$ cat src/rtl/countdown_timer_pkg.sv
// Shared definitions for the countdown timer family: FSM state encoding and
// the default counter width.
package countdown_timer_pkg;

    localparam int DEFAULT_WIDTH = 8;

    typedef enum logic [1:0] {
        ST_IDLE   = 2'd0,
        ST_LOADED = 2'd1,
        ST_RUN    = 2'd2,
        ST_DONE   = 2'd3
    } state_t;

endpackage

$ cat src/rtl/countdown_timer.sv
// Loadable down-counter/timer: host loads N over valid/ready, starts it, and
// gets a one-cycle expired pulse after N enabled clocks (optional auto-reload).
module countdown_timer
    import countdown_timer_pkg::*;
#(
    parameter int WIDTH       = DEFAULT_WIDTH,
    parameter bit AUTO_RELOAD = 1'b0
) (
    input  logic             clk,
    input  logic             rst_n,
    input  logic             load_valid,
    output logic             load_ready,
    input  logic [WIDTH-1:0] load_value,
    input  logic             start,
    input  logic             pause,
    input  logic             abort,
    output logic [WIDTH-1:0] count_out,
    output logic             busy,
    output logic             expired
);

    localparam logic [WIDTH-1:0] ONE  = WIDTH'(1);
    localparam logic [WIDTH-1:0] ZERO = '0;

    state_t           r_state;
    state_t           w_state_nxt;
    logic [WIDTH-1:0] r_count;
    logic [WIDTH-1:0] w_count_nxt;
    logic [WIDTH-1:0] r_reload;
    logic [WIDTH-1:0] w_reload_nxt;
    logic             r_expired;
    logic             w_expired_nxt;
    logic             w_load_acc;

    assign load_ready = (r_state != ST_RUN);
    assign busy       = (r_state == ST_RUN);
    assign count_out  = r_count;
    assign expired    = r_expired;
    assign w_load_acc = load_valid && load_ready;

    always_ff @(posedge clk or negedge rst_n) begin
        if (!rst_n) begin
            r_state   <= ST_IDLE;
            r_count   <= ZERO;
            r_reload  <= ZERO;
            r_expired <= 1'b0;
        end else begin
            r_state   <= w_state_nxt;
            r_count   <= w_count_nxt;
            r_reload  <= w_reload_nxt;
            r_expired <= w_expired_nxt;
        end
    end

    // Priority: abort > load > start > count. Start in IDLE/RUN falls through.
    always_comb begin
        w_state_nxt   = r_state;
        w_count_nxt   = r_count;
        w_reload_nxt  = r_reload;
        w_expired_nxt = 1'b0;

        if (abort) begin
            w_state_nxt = ST_IDLE;
            w_count_nxt = ZERO;
        end else if (w_load_acc) begin
            w_state_nxt  = ST_LOADED;
            w_count_nxt  = load_value;
            w_reload_nxt = load_value;
        end else if (start && (r_state == ST_LOADED)) begin
            w_state_nxt = ST_RUN;
        end else if (start && (r_state == ST_DONE)) begin
            w_state_nxt = ST_RUN;
            w_count_nxt = r_reload;
        end else if ((r_state == ST_RUN) && !pause) begin
            if (r_count > ONE) begin
                w_count_nxt = r_count - ONE;
            end else if (r_count == ONE) begin
                w_expired_nxt = 1'b1;
                if (AUTO_RELOAD) begin
                    w_count_nxt = r_reload;
                end else begin
                    w_count_nxt = ZERO;
                    w_state_nxt = ST_DONE;
                end
            end else begin
                // N=0 was loaded: expire once and stop, even with auto-reload
                w_expired_nxt = 1'b1;
                w_state_nxt   = ST_DONE;
            end
        end
    end

endmodule

$ cat config.mk
export PLATFORM = sky130hd
export DESIGN_NAME = countdown_timer
export DESIGN_NICKNAME = d
export VERILOG_FILES = /design/src/rtl/countdown_timer_pkg.sv /design/src/rtl/countdown_timer.sv
export SDC_FILE = /design/constraint.sdc
export NUM_CORES = 1
export LEC_CHECK = 0
export CORE_MARGIN = 2
export CORE_UTILIZATION = 47
export CTS_CLUSTER_DIAMETER = 120
export DETAILED_ROUTE_END_ITERATION = 6
export DONT_BUFFER_PORTS = 1
export MAX_ROUTING_LAYER = met4
export SYNTH_ARGS = -nofsm -noshare
export SYNTH_HDL_FRONTEND = slang
export SYNTH_SLANG_ARGS = --single-unit
$ cat constraint.sdc
create_clock -name clk -period 1.7 [get_ports clk]
set_input_delay 0.255 -clock clk [delete_from_list [all_inputs] [get_ports clk]]
set_output_delay 0.255 -clock clk [all_outputs]
set_load 0.02 [all_outputs]
==> run summary, run 1 <==
Status: finished with violations
Violated checks: negative setup slack
Number of diodes: 0
Cts bufs inserted: 3
Via count: 1040
Count of nets left with antenna violations after detail routing: 0
Post-route clock skew: 0.003176 ns
Via density: 5.591
Core Region: 0.002410 mm2
Post-synth top area share: 40.95%
Leading post-synthesis cells by instance count: sky130_fd_sc_hd__dfrtp_1 (19), sky130_fd_sc_hd__nand2_1 (18), sky130_fd_sc_hd__nor2_1 (11)
Final Instance Area: 0.001545 mm2
Synthesized area: 0.001161 mm2
Data required time of the critical path: 1.91 ns
Count of unique library cells instantiated by Yosys: 40
Final critical-path required period: 1.700 ns
Worst Tran Pin Value: 0.8878 ns
Fmax: 588.1 MHz
Post-Route Utilization: 64.12%
Total track usage: 23.19%
CP arrival: 1.91 ns
HP Class: in -> reg
Slew Limit Fails: 0
Post-detailed-placement cell area: 0.001386 mm2
Final setup fails: 1
Count of maximum capacitance violations: 0
Kind of launch point of the worst setup path: flip-flop
Ranking of synthesized cells by area: sky130_fd_sc_hd__dfrtp_1 (41%), sky130_fd_sc_hd__nand2_1 (5.8%), sky130_fd_sc_hd__mux2_2 (3.9%), sky130_fd_sc_hd__nor2_1 (3.6%), sky130_fd_sc_hd__nor3_1 (3.0%)
Detailed Routing Iterations Pass 1: 4
Area delta synth->final: 33.08%
Synthesis Warnings: 0
Most common cell in the netlist: sky130_fd_sc_hd__dfrtp_1
Clock tree from TritonCTS: built
Clock edge transition at the registers on the reported setup and hold paths: 0.12 ns
Post-Layout Cell Count: 186
Per-instance average area after synthesis: 9.364 um2
Starting density of the core: 48.18%
Hold Vio Cnt, Final: 0
Layout cell share with drive strength beyond 1: 41.03%
# placed instances: 176
WP buf/inv: 0
Root cell of the clock tree: sky130_fd_sc_hd__clkbuf_4
Sequential-to-total area share from yosys stat: 40.95%
HPWL after detailed placement: 2.223 mm
Worst Setup End Kind: flip-flop
Worst VDD drop: 0.5151 mV
Cells traversed along the worst timing path: or3_4 > nor3b_4 > nand2b_4 > o21ai_1 > a22o_1
Share of the clock period used by the worst path: 100.0%
H-tree depth: 1
Routed wire per std cell: 15.82 um
Stage delay of the slowest cell on the critical path: 0.47 ns
IO buf count: 0
Number of buffers between clock root and the deepest sink: 2
Gr ovfl total: 0
Dominant synthesized flop cell: sky130_fd_sc_hd__dfrtp_1
Overall die width: 53.71 um
Initial antenna violation count: 0
Vert. Die Dim: 53.71 um
Mapped Cells: 124
Standard-cell row count: 18
Top Family by Delay on Critical Path: simple AND/OR/NAND/NOR gates
Static Leak: 0.6637 nW
Proportion of register bits with asynchronous set or reset after synthesis: 100.0%
Number of global-route vias before repair: 996
Slowest cell on the critical path: sky130_fd_sc_hd__dfrtp_2
Worst max-slew margin expressed relative to the limit: 40.62%
Synthesized flop and latch total: 19
Number of enable-type register cells in the synthesized netlist: 0
Die Footprint: 0.002884 mm2
Cell type with the highest aggregate area in the netlist: sky130_fd_sc_hd__dfrtp_1
Detailed router's first-iteration violation count: 22
Routability congestion estimate: 0.8629
Post-layout worst setup margin: -0.0003548 ns
Source-to-sink clock delay at the later pin of the worst-skew pair: 0.30 ns
Unrepaired setup endpoints after global routing: true
Global-route wire length before repair: 4.636 mm
Ports: 25
Critical path peak fanout: 5
Final #Nets: 173
Largest net degree at the start of global routing: 20
Power Dens Cells: 828.6 mW/mm2
Total power after layout: 1.280 mW
Worst Path Class, Setup: reg -> reg
Count of clock tree sinks: 19
DRC violation count after routing: 0
Wire length after detailed routing: 2.942 mm
Post-Synthesis Net Count: 140
kinds of logic after synthesis:
| family | after synthesis | synth area share, % |
|---|---|---|
| AOI/OAI and AO/OA | 33 | 21.55 |
| adders and majority gates | 2 | 2.155 |
| buffers and inverters | 11 | 5.926 |
| DFF | 19 | 40.95 |
| muxes | 4 | 3.879 |
| and+or+nand+nor | 55 | 25.54 |
where the power goes:
part           leakage, nW  switching [mW]  internal (mW)
clock network       0.0177           0.154         0.0879
logic                0.412           0.245          0.235
registers            0.234          0.0491          0.509
per-stage QoR:
stage                     setup TNS, ns  hold WS [ns]  setup slack [ns]
after global routing            -0.3848       0.06853          -0.06572
after global placement                0      -0.04010          0.002788
after detailed placement        -0.1449      -0.04003          -0.04462
final                        -0.0003548       0.08548        -0.0003548
after CTS                     -0.003407      0.003176         -0.003407
after floorplan                       0      -0.04059          0.008774
cell type report:
class	count	area [um2]
inverter	6	22.52
tap	30	37.54
sequential	19	480.5
multi-input combinational	94	709.4
clock inverter	1	5.005
clock buffer	3	22.52
fill	196	864.6
timing repair buffer	33	267.8
cell usage in the layout, fill, tap and decap left out, types with 2 or more instances in the layout:
cell and count:
sky130_fd_sc_hd__buf_4 29, sky130_fd_sc_hd__nand2_1 18, sky130_fd_sc_hd__dfrtp_1 15, sky130_fd_sc_hd__nor2_1 7, sky130_fd_sc_hd__inv_1 5, sky130_fd_sc_hd__nor3_1 5, sky130_fd_sc_hd__o21ai_0 5, sky130_fd_sc_hd__nand3_1 4
sky130_fd_sc_hd__o21ai_1 4, sky130_fd_sc_hd__mux2_2 4, sky130_fd_sc_hd__dfrtp_2 4, sky130_fd_sc_hd__a31oi_1 3, sky130_fd_sc_hd__clkbuf_4 3, sky130_fd_sc_hd__dlygate4sd3_1 3, sky130_fd_sc_hd__nor2_2 2, sky130_fd_sc_hd__nand2b_1 2
sky130_fd_sc_hd__nand3b_1 2, sky130_fd_sc_hd__a21oi_1 2, sky130_fd_sc_hd__nand2b_4 2, sky130_fd_sc_hd__nor3_2 2, sky130_fd_sc_hd__nor2_4 2, sky130_fd_sc_hd__a31oi_2 2, sky130_fd_sc_hd__a32oi_1 2, sky130_fd_sc_hd__a22o_1 2
sky130_fd_sc_hd__o31ai_1 2, sky130_fd_sc_hd__a221o_1 2
state kept, by name (all words and copies together), names as in the netlist:
signal     flops
expired        1
r_state        2
count_out      8
r_reload       8
routing by layer:
layer,vias to the layer above,GRT usage [%],part of all wire [%]
met4,0,7.265,1.6
met1,488,31.71,45
li1,516,-,-
met5,-,-,0
met2,30,34.96,48
met3,6,3.889,5.7
final timing paths:
path | end | depth (start not counted) | start | slack [ns]
worst max register to register | count_out[3] | 5 | count_out[5] | -0.0004
worst min-delay path | r_reload[7] | 2 | load_value[7] | 0.09
worst max-delay path | count_out[3] | 5 | count_out[5] | -0.0004
max in group asynchronous | count_out[0] | 1 | rst_n | 0.59
worst min register to register | r_reload[5] | 1 | r_reload[5] | 0.52
min in group asynchronous | count_out[6] | 1 | rst_n | 0.50
what timing repair did:
action                                  4_1_cts  5_1_grt
hold buffers                                  2        1
resized for setup                             2       16
endpoints found under the setup margin        7       10
endpoints found under the hold margin        20        1
buffers inserted                              0        3
cloned                                        0        0
pin swaps                                     1       11
(Power assumes the default switching activity.)
==> inputs of run 2 (changes only) <==
ABC_CLOCK_PERIOD_IN_PS = 1700   (was default)
CELL_PAD_IN_SITES_DETAIL_PLACEMENT = 0   (was default)
CELL_PAD_IN_SITES_GLOBAL_PLACEMENT = 1   (was default)
CORE_UTILIZATION = 42   (was 47)
PLACE_DENSITY_LB_ADDON = 0.1   (was default)
==> run 2 against run 1 <==
Compared with the run above:
- the flow still finishes with violations (negative setup slack)
- critical path depth is the same
- register-to-register slack is essentially flat
- global-route usage shrank 3.0 points
- routed wire length grew 2.8%
- via count grew 1.3%
- sequential cell count is the same
- combinational power shrank 3%
==> run summary, run 2 (synthesis gave the netlist of run 1 again) <==
Status: finished with violations
Violated checks: negative setup slack
Worst Setup End Kind: flip-flop
Number of buffers between clock root and the deepest sink: 2 (unchanged)
HP Class: in -> reg
Global-route met2 utilization: 30.90% (-4.1 points)
Cells traversed along the worst timing path: or3_4 > nor3b_4 > nand2b_4 > o21ai_1 > a22o_1
Standard-cell row count: 19 (+1)
Wire length after detailed routing: 3.025 mm (+2.8%)
Via count: 1054 (+1.3%)
Initial antenna violation count: 0 (unchanged)
Number of diodes: 0 (unchanged)
Worst Path Class, Setup: reg -> reg
Cts bufs inserted: 3 (unchanged)
Routability congestion estimate: 0.8336 (-3.4%)
Source-to-sink clock delay at the later pin of the worst-skew pair: 0.29 ns (about the same)
Power Dens Cells: 843.7 mW/mm2 (+1.8%)
Largest net degree at the start of global routing: 20 (unchanged)
Most common cell after layout, fill and taps aside: sky130_fd_sc_hd__buf_4
Slowest cell on the critical path: sky130_fd_sc_hd__dfrtp_2
# placed instances: 176 (unchanged)
Final Instance Area: 0.001479 mm2 (-4.3%)
Area delta synth->final: 27.37%
Post-Layout Cell Count: 185 (-0.54%)
Slew Limit Fails: 0 (unchanged)
Unrepaired setup endpoints after global routing: true
Clock edge transition at the registers on the reported setup and hold paths: 0.11 ns (about the same)
Startpoint of the lowest-slack register-to-register path: count_out[5]
Final critical-path required period: 1.714 ns (+0.01394 ns)
DRC violation count after routing: 0 (unchanged)
Clock tree from TritonCTS: built
Worst VDD drop: 0.5457 mV (+5.9%)
Post-route clock skew: 0.004501 ns (+0.001325 ns)
Final setup fails: 2 (+1)
Detailed Routing Iterations Pass 1: 4 (unchanged)
Pre-CTS setup slack: -0.03146 ns (+0.01316 ns)
Final #Nets: 171 (-1.2%)
Worst Tran Pin Value: 0.9108 ns (+0.02303 ns)
Starting density of the core: 43.22% (-5.0 points)
Worst max-slew margin expressed relative to the limit: 39.08% (-1.5 points)
Share of the clock period used by the worst path: 100.8% (+0.82 points)
Global-route wire length before repair: 4.912 mm (+6.0%)
Count of nets left with antenna violations after detail routing: 0 (unchanged)
Met3 Resource Use GR: 3.687% (-0.20 points)
Most frequent cells in the layout: sky130_fd_sc_hd__buf_4 (28), sky130_fd_sc_hd__nand2_1 (18), sky130_fd_sc_hd__dfrtp_1 (16), sky130_fd_sc_hd__nor2_1 (10), sky130_fd_sc_hd__nor3_1 (6)
Post-layout worst setup margin: -0.01430 ns (-0.01394 ns)
WP buf/inv: 0 (unchanged)
Core Region: 0.002686 mm2 (+11%)
Routed wire per std cell: 16.35 um (+3.4%)
Root cell of the clock tree: sky130_fd_sc_hd__clkbuf_4
Overall die width: 56.58 um (+5.4%)
Hold Vio Cnt, Final: 0 (unchanged)
HPWL after detailed placement: 2.285 mm (+2.8%)
Layout cell share with drive strength beyond 1: 36.36% (-4.7 points)
Static Leak: 0.6443 nW (-2.9%)
Number of global-route vias before repair: 1013 (+1.7%)
Number of filler cells placed in the layout: 271 (+38%)
Via density: 5.697 (+1.9%)
Total track usage: 20.21% (-3.0 points)
Grt peak-use layer: met2
H-tree depth: 1 (unchanged)
Count of maximum capacitance violations: 0 (unchanged)
Hold WS: 0.02648 ns (-0.05901 ns)
CP arrival: 1.90 ns (about the same)
Detailed router's first-iteration violation count: 44 (+100%)
Stage delay of the slowest cell on the critical path: 0.46 ns (about the same)
Vert. Die Dim: 56.58 um (+5.4%)
Kind of launch point of the worst setup path: flip-flop
Top Family by Delay on Critical Path: simple AND/OR/NAND/NOR gates
Die Footprint: 0.003201 mm2 (+11%)
Data required time of the critical path: 1.89 ns (-0.02 ns)
Ports: 25 (unchanged)
Count of clock tree sinks: 19 (unchanged)
Beginning of the critical path: count_out[5]
Met1 layer usage reported by global route: 28.57% (-3.1 points)
Post-detailed-placement cell area: 0.001368 mm2 (-1.4%)
Fmax: 583.3 MHz (-0.81%)
Critical path peak fanout: 5 (unchanged)
IO buf count: 0 (unchanged)
Start point of the worst hold path: abort
Gr ovfl total: 0 (unchanged)
run 2: power by group:
part	internal, mW	leakage [nW]	switching, mW
Combinational	0.228	0.393	0.239
Sequential	0.509	0.236	0.0462
Clock	0.0910	0.0150	0.136
Total	0.828	0.644	0.420
run 2: final timing paths:
kind                                end  slack, ns  cells after the start
max reg2reg                count_out[2]      -0.01                      5
max                        count_out[2]      -0.01                      5
min in group asynchronous  count_out[2]       0.53                      1
max in group asynchronous  count_out[5]       0.55                      1
min                             expired       0.03                      1
min reg2reg                 r_reload[6]       0.52                      1
run 2: repair_timing:
action / 4_1_cts / 5_1_grt
pin swaps: 2 / 4
hold buffers: 1 / 0
gates resized for setup: 2 / 9
endpoints found under the setup margin: 8 / 9
hold endpoints to repair: 19 / 0
buffers inserted: 0 / 4
run 2: per-stage QoR:
stage          total power [mW]  setup TNS (ns)  utilization [%]
5_1_grt                   1.323         -0.3513            55.05
4_1_cts                   1.216               0            52.54
3_3_place_gp             0.9715        -0.02070            50.91
6_report                  1.248        -0.02037            55.05
3_5_place_dp             0.9770         -0.1150            50.91
2_1_floorplan            0.8310               0                -
run 2: area by class of cell:
class | instances | area, um2 | share of cell area, %
flip-flops and latches | 19 | 479.2 | 32.40
repair buffers | 31 | 242.7 | 16.41
clock buffers | 4 | 26.28 | 1.777
well taps | 31 | 38.79 | 2.623
multi-input cells | 94 | 669.4 | 45.26
inverters | 6 | 22.52 | 1.523
run 2: per-layer routing:
metal / up-vias / share of wire [%]
li1: 515 / -
met1: 510 / 47
met2: 27 / 47
met3: 2 / 5.2
met5: - / 0
met4: 0 / 0.56
